$ cat config.mk
export PLATFORM = sky130hd
export DESIGN_NAME = outport
export DESIGN_NICKNAME = d
export VERILOG_FILES = /design/src/rtl/outport_pkg.sv /design/src/rtl/outport_decode.sv /design/src/rtl/outport.sv
export SDC_FILE = /design/constraint.sdc
export NUM_CORES = 1
export LEC_CHECK = 0
export BUFFER_PORTS_ARGS = -buffer_cell sky130_fd_sc_hd__buf_2
export CAP_MARGIN = 20
export CORE_MARGIN = 3
export CORE_UTILIZATION = 27
export CTS_BUF_LIST = sky130_fd_sc_hd__clkbuf_8
export DETAILED_ROUTE_END_ITERATION = 10
export GPL_ROUTABILITY_DRIVEN = 0
export GPL_TIMING_DRIVEN = 0
export PLACE_DENSITY = 0.85
export SETUP_SLACK_MARGIN = 0.15
export SLEW_MARGIN = 20
export SYNTH_ARGS = -nofsm -noshare
export SYNTH_HDL_FRONTEND = slang
export SYNTH_HIERARCHICAL = 1
export SYNTH_SLANG_ARGS = --single-unit
export TNS_END_PERCENT = 50
$ cat constraint.sdc
create_clock -name clk -period 0.8 [get_ports clk]
set_input_delay 0.16 -clock clk [delete_from_list [all_inputs] [get_ports clk]]
set_output_delay 0.16 -clock clk [all_outputs]
set_load 0.005 [all_outputs]
$ cat src/rtl/outport_pkg.sv
// ----------------------------------------------------------------------------
// outport_pkg
//   Constants shared by the output-port block and its sibling GPIO blocks.
//
//   BUS_AW              bus address width in bits
//   OUTPORT_BASE_ADDR   default bus address of an output port
// ----------------------------------------------------------------------------
package outport_pkg;

    localparam int unsigned       BUS_AW            = 32;
    localparam logic [BUS_AW-1:0] OUTPORT_BASE_ADDR = 32'h0100_0000;

endpackage : outport_pkg

$ cat src/rtl/outport_decode.sv
// ----------------------------------------------------------------------------
// outport_decode
//   Exact-match address decoder. The sibling GPIO blocks reuse it.
//   All address bits take part in the compare, so no aliases of ADDR exist.
//
//   Parameters
//     ADDR   address that selects the block
//   Ports
//     addr   in   BUS_AW  bus address
//     hit    out  1       addr equals ADDR
// ----------------------------------------------------------------------------
module outport_decode
    import outport_pkg::*;
#(
    parameter logic [BUS_AW-1:0] ADDR = OUTPORT_BASE_ADDR
) (
    input  logic [BUS_AW-1:0] addr,
    output logic              hit
);

    assign hit = (addr == ADDR);

endmodule : outport_decode

$ cat src/rtl/outport.sv
// ----------------------------------------------------------------------------
// outport
//   Memory-mapped output register. A bus write whose address matches ADDR
//   loads wdata into odata on the next rising clk edge. odata comes straight
//   from a flop, so the pins never see a combinational path from the bus.
//
//   Build option
//     OUTPORT_READBACK_EN  when defined, adds ren / rdata / ready. A read
//                          returns odata zero-extended to the bus width, and
//                          any hit access is acknowledged by a one-cycle
//                          pulse on ready. When undefined, these ports and
//                          their logic are not present.
//
//   Parameters
//     ADDR   bus address of this port (set at every instantiation)
//     WIDTH  width of the output register, 1..32
//   Ports
//     clk     in   1       rising-edge clock
//     resetn  in   1       asynchronous active-low reset
//     addr    in   32      bus address
//     wdata   in   WIDTH   write data
//     wen     in   1       write enable
//     ren     in   1       read enable             (OUTPORT_READBACK_EN)
//     rdata   out  32      readback data           (OUTPORT_READBACK_EN)
//     ready   out  1       access acknowledge      (OUTPORT_READBACK_EN)
//     odata   out  WIDTH   registered port value
// ----------------------------------------------------------------------------
module outport
    import outport_pkg::*;
#(
    parameter logic [BUS_AW-1:0] ADDR  = OUTPORT_BASE_ADDR,
    parameter int                WIDTH = 8
) (
    input  logic              clk,
    input  logic              resetn,
    input  logic [BUS_AW-1:0] addr,
    input  logic [WIDTH-1:0]  wdata,
    input  logic              wen,
`ifdef OUTPORT_READBACK_EN
    input  logic              ren,
    output logic [BUS_AW-1:0] rdata,
    output logic              ready,
`endif
    output logic [WIDTH-1:0]  odata
);

    logic hit;

    outport_decode #(
        .ADDR (ADDR)
    ) u_decode (
        .addr (addr),
        .hit  (hit)
    );

    // Output register. Reset is asynchronous, so a write presented while
    // resetn is low is discarded and odata clears without a clock edge.
    // NOTE: sequential state uses non-blocking assignments so every flop
    // samples the pre-edge values, independent of process ordering.
    always_ff @(posedge clk or negedge resetn) begin
        if (!resetn) begin
            odata <= '0;
        end else if (wen && hit) begin
            odata <= wdata;
        end
    end

`ifdef OUTPORT_READBACK_EN
    // Readback samples the current odata, so a read and a write to the same
    // edge return the value from before the write. ready pulses for every
    // hit access and stays low for other addresses.
    always_ff @(posedge clk or negedge resetn) begin
        if (!resetn) begin
            rdata <= '0;
            ready <= 1'b0;
        end else begin
            ready <= hit && (wen || ren);
            if (ren && hit) begin
                rdata <= BUS_AW'(odata);
            end
        end
    end
`endif

endmodule : outport

==> results.yml <==
clock_tree:
  path_clk_slew_ns: 0.04
  ctsLongestPathBuffers: 2
  htree_levels: 1
  cts_root_buf: "clkbuf_8"
  postCtsSetupBuffers: 0
  cts_tree: "done"
  cts_sinks: 8
  clk_latency_ns: 0.22
  cts-buffers-inserted: 3
yosys:
  average_size_of_a_mapped_cell_um2: 13.3
  netlist.area_leader.share: 0.539
  warning_count_from_the_yosys_run: 6
  yosys-top-cells-area: "dfrtp_1 54%, mux2_2 24%, nor4_1 12%, nor4b_2 4.0%, nand4_1 3.4%"
  ys_ff_latch: 8
  synthesis.nets: 71
  post_synth_inst_count: 28
  ys_types: 7
  post-synth-top-area-cell: "dfrtp_1"
  synth_area_um2: 372
  synth_seq_area_share: 0.539
layout:
  multi_input_comb_area_um2: 254
  filler_cell_count: 90
  largest_reg_flops: 8
  max_flop_register: "odata"
  area_growth_pct: 120
  insertedDiodeCount: 0
  final_nets: 127
  register_area_um2: 200
  fraction_of_layout_instances_using_a_drive_strength_above_1: 0.854
  reg_top3: "odata x8"
  finalNonFillerCells: 96
detailed_routing:
  route.top_layer_used: "met4"
  via_total_after_detailed_routing: 459
  drt_drc_violations_left: 0
  ant_nets: 0
  finalWirelength_um: 1310
  detail_route.first_pass.iterations: 1
  met2_wirelength_um: 719
  viasPerCell: 4.78
  detailedRoute.firstIterationViolations: 0
  wl_per_instance_um: 13.7
  met3_length_um: 177
  met1Wirelength_um: 383
floorplan:
  count_of_standard_cell_rows: 12
  floorplan.initialDensity: 0.309
  io-pin-count: 51
  core_area_um2: 1200
  die_wd_um: 43.1
  dieHeight_um: 43.1
  design.die.area_um2: 1860
global_routing:
  wire_length_of_the_first_global_routing_pass_um: 1960
  antenna_found_initial: 0
  grt-ovfl-total: 0
  grt_max_degree: 9
  grt_pass1_vias: 467
  global_route.usage.total: 0.143
worst_setup_path:
  required_ns: 0.90
  critPathKind: "in2reg"
  worst-path-max-fanout: 8
  setup.worst_path.start_class: "input port"
  crit_path_max_incr_delay_ns: 0.33
  r2r.worst_path.cells: 1
  critical_path.slowest_cell: "mux2_4"
  worst_setup_path_end_kind: "flop"
  cp_data_arrival_time_ns: 1.29
  worstPathCellList: "buf_6 -> nor4_4 -> nand4_1 -> nor2_1 -> nand2_2 -> mux2_4"
sta:
  period_minus_slack_ns: 1.19
  clock.fmax_ghz: 0.842
  final-hold-violation-count: 0
  final-setup-viol-count: 16
  timing.hold.ws_ns: 0.169
  rsz0062_at_grt: "true"
  timing.clock.skew_ns: 0
  final.period_utilization: 1.48
  timing.slew.headroom: 0.856
  final.setup.worst_slack_ns: -0.387
  fin_setup_tns_ns: -3.54
  timing_worst_slew_pin_value_ns: 0.215
  finalMaxSlewViolations: 0
run_status:
  violations_in_the_final_reports: "negative setup slack"
  run_status: "complete, but fails checks"
placement:
  dpl.cell_count: 92
  place.detailed.hpwl_um: 1010
  buffer_ports.inserted: 50
power_and_ir_drop:
  power.static_leakage_uw: 0.000432
  power_per_cell_area_nw_per_um2: 1280
  max-vdd-ir-drop_v: 0.000956
worst_hold_path:
  min_delay_path_depth: 2
  hp-class: "in2reg"
job:
  timing.max_cap.violations: 0
-- cell families after synthesis --
kind of cell | Yosys count | share of synthesized area
flip-flops | 8 | 0.539
multiplexers | 8 | 0.242
AND/OR/NAND/NOR | 12 | 0.219
-- metal layers --
layer  vias to the layer above  GRT usage
met4                         0      0.114
met5                         -          0
li1                        220          -
met1                       202      0.120
met3                         4     0.0466
met2                        33      0.263
-- critical path: cells and delay by family --
kind	cells	cell delay (ns)
AND/OR/NAND/NOR	4	0.70
multiplexers	1	0.33
buffers and inverters	1	0.10
-- cell usage after synthesis --
cell	n
dfrtp_1	8
mux2_2	8
nor4_1	7
nand4_1	2
nand2_2	1
nor2_1	1
nor4b_2	1
-- report_power, final --
| group | switching (uW) | leakage [uW] | total [uW] | internal [uW] |
|---|---|---|---|---|
| Clock | 137 | 0.0000216 | 461 | 324 |
| Combinational | 69.0 | 0.000298 | 181 | 112 |
| Sequential | 0.00000174 | 0.000112 | 407 | 407 |
-- timing repair --
action / 4_1_cts / 5_1_grt
endpoints found under the hold margin: 8 / 0
hold buffers: 1 / 0
endpoints found under the setup margin: 16 / 16
resized for setup: 2 / 14
pin swaps: 2 / 9
-- cell usage in the layout (no fill, tap or decap) --
cell            n
dlygate4sd3_1   1
mux2_4          1
buf_6           7
clkbuf_8        3
buf_2          43
dfrtp_1         8
nand4_1         2
nor4b_2         1
nand2_2         1
mux2_2          7
nor2_1          1
nor4_4          4
nor4_2          3
-- final cells by class --
| cell class | instances | area share |
|---|---|---|
| repair buffers | 51 | 0.372 |
| multi-input cells | 20 | 0.311 |
| flip-flops and latches | 8 | 0.245 |
| clock buffers | 3 | 0.0505 |
| well taps | 14 | 0.0214 |
-- stage by stage --
step,util,worst slack (ns),instance area (um^2),power [uW]
finish,0.680,-0.387,817,1050
global route,0.680,-0.476,817,1110
CTS,0.606,-0.358,728,1020
detailed placement,0.553,-0.602,664,540
global placement,0.553,-0.579,664,534
floorplan,-,-0.362,397,424
-- final timing paths --
check	start	end	slack [ns]
worst max-delay path	addr[2]	odata[0]$_DFFE_PN0P_	-0.39
worst min-delay path	wdata[4]	odata[4]$_DFFE_PN0P_	0.17
worst max register to register	odata[7]$_DFFE_PN0P_	odata[7]$_DFFE_PN0P_	0.05
worst min register to register	odata[4]$_DFFE_PN0P_	odata[4]$_DFFE_PN0P_	0.50
max in group asynchronous	resetn	odata[7]$_DFFE_PN0P_	0.33
min in group asynchronous	resetn	odata[5]$_DFFE_PN0P_	0.30
No activity file was read; power rests on OpenSTA's default activity.
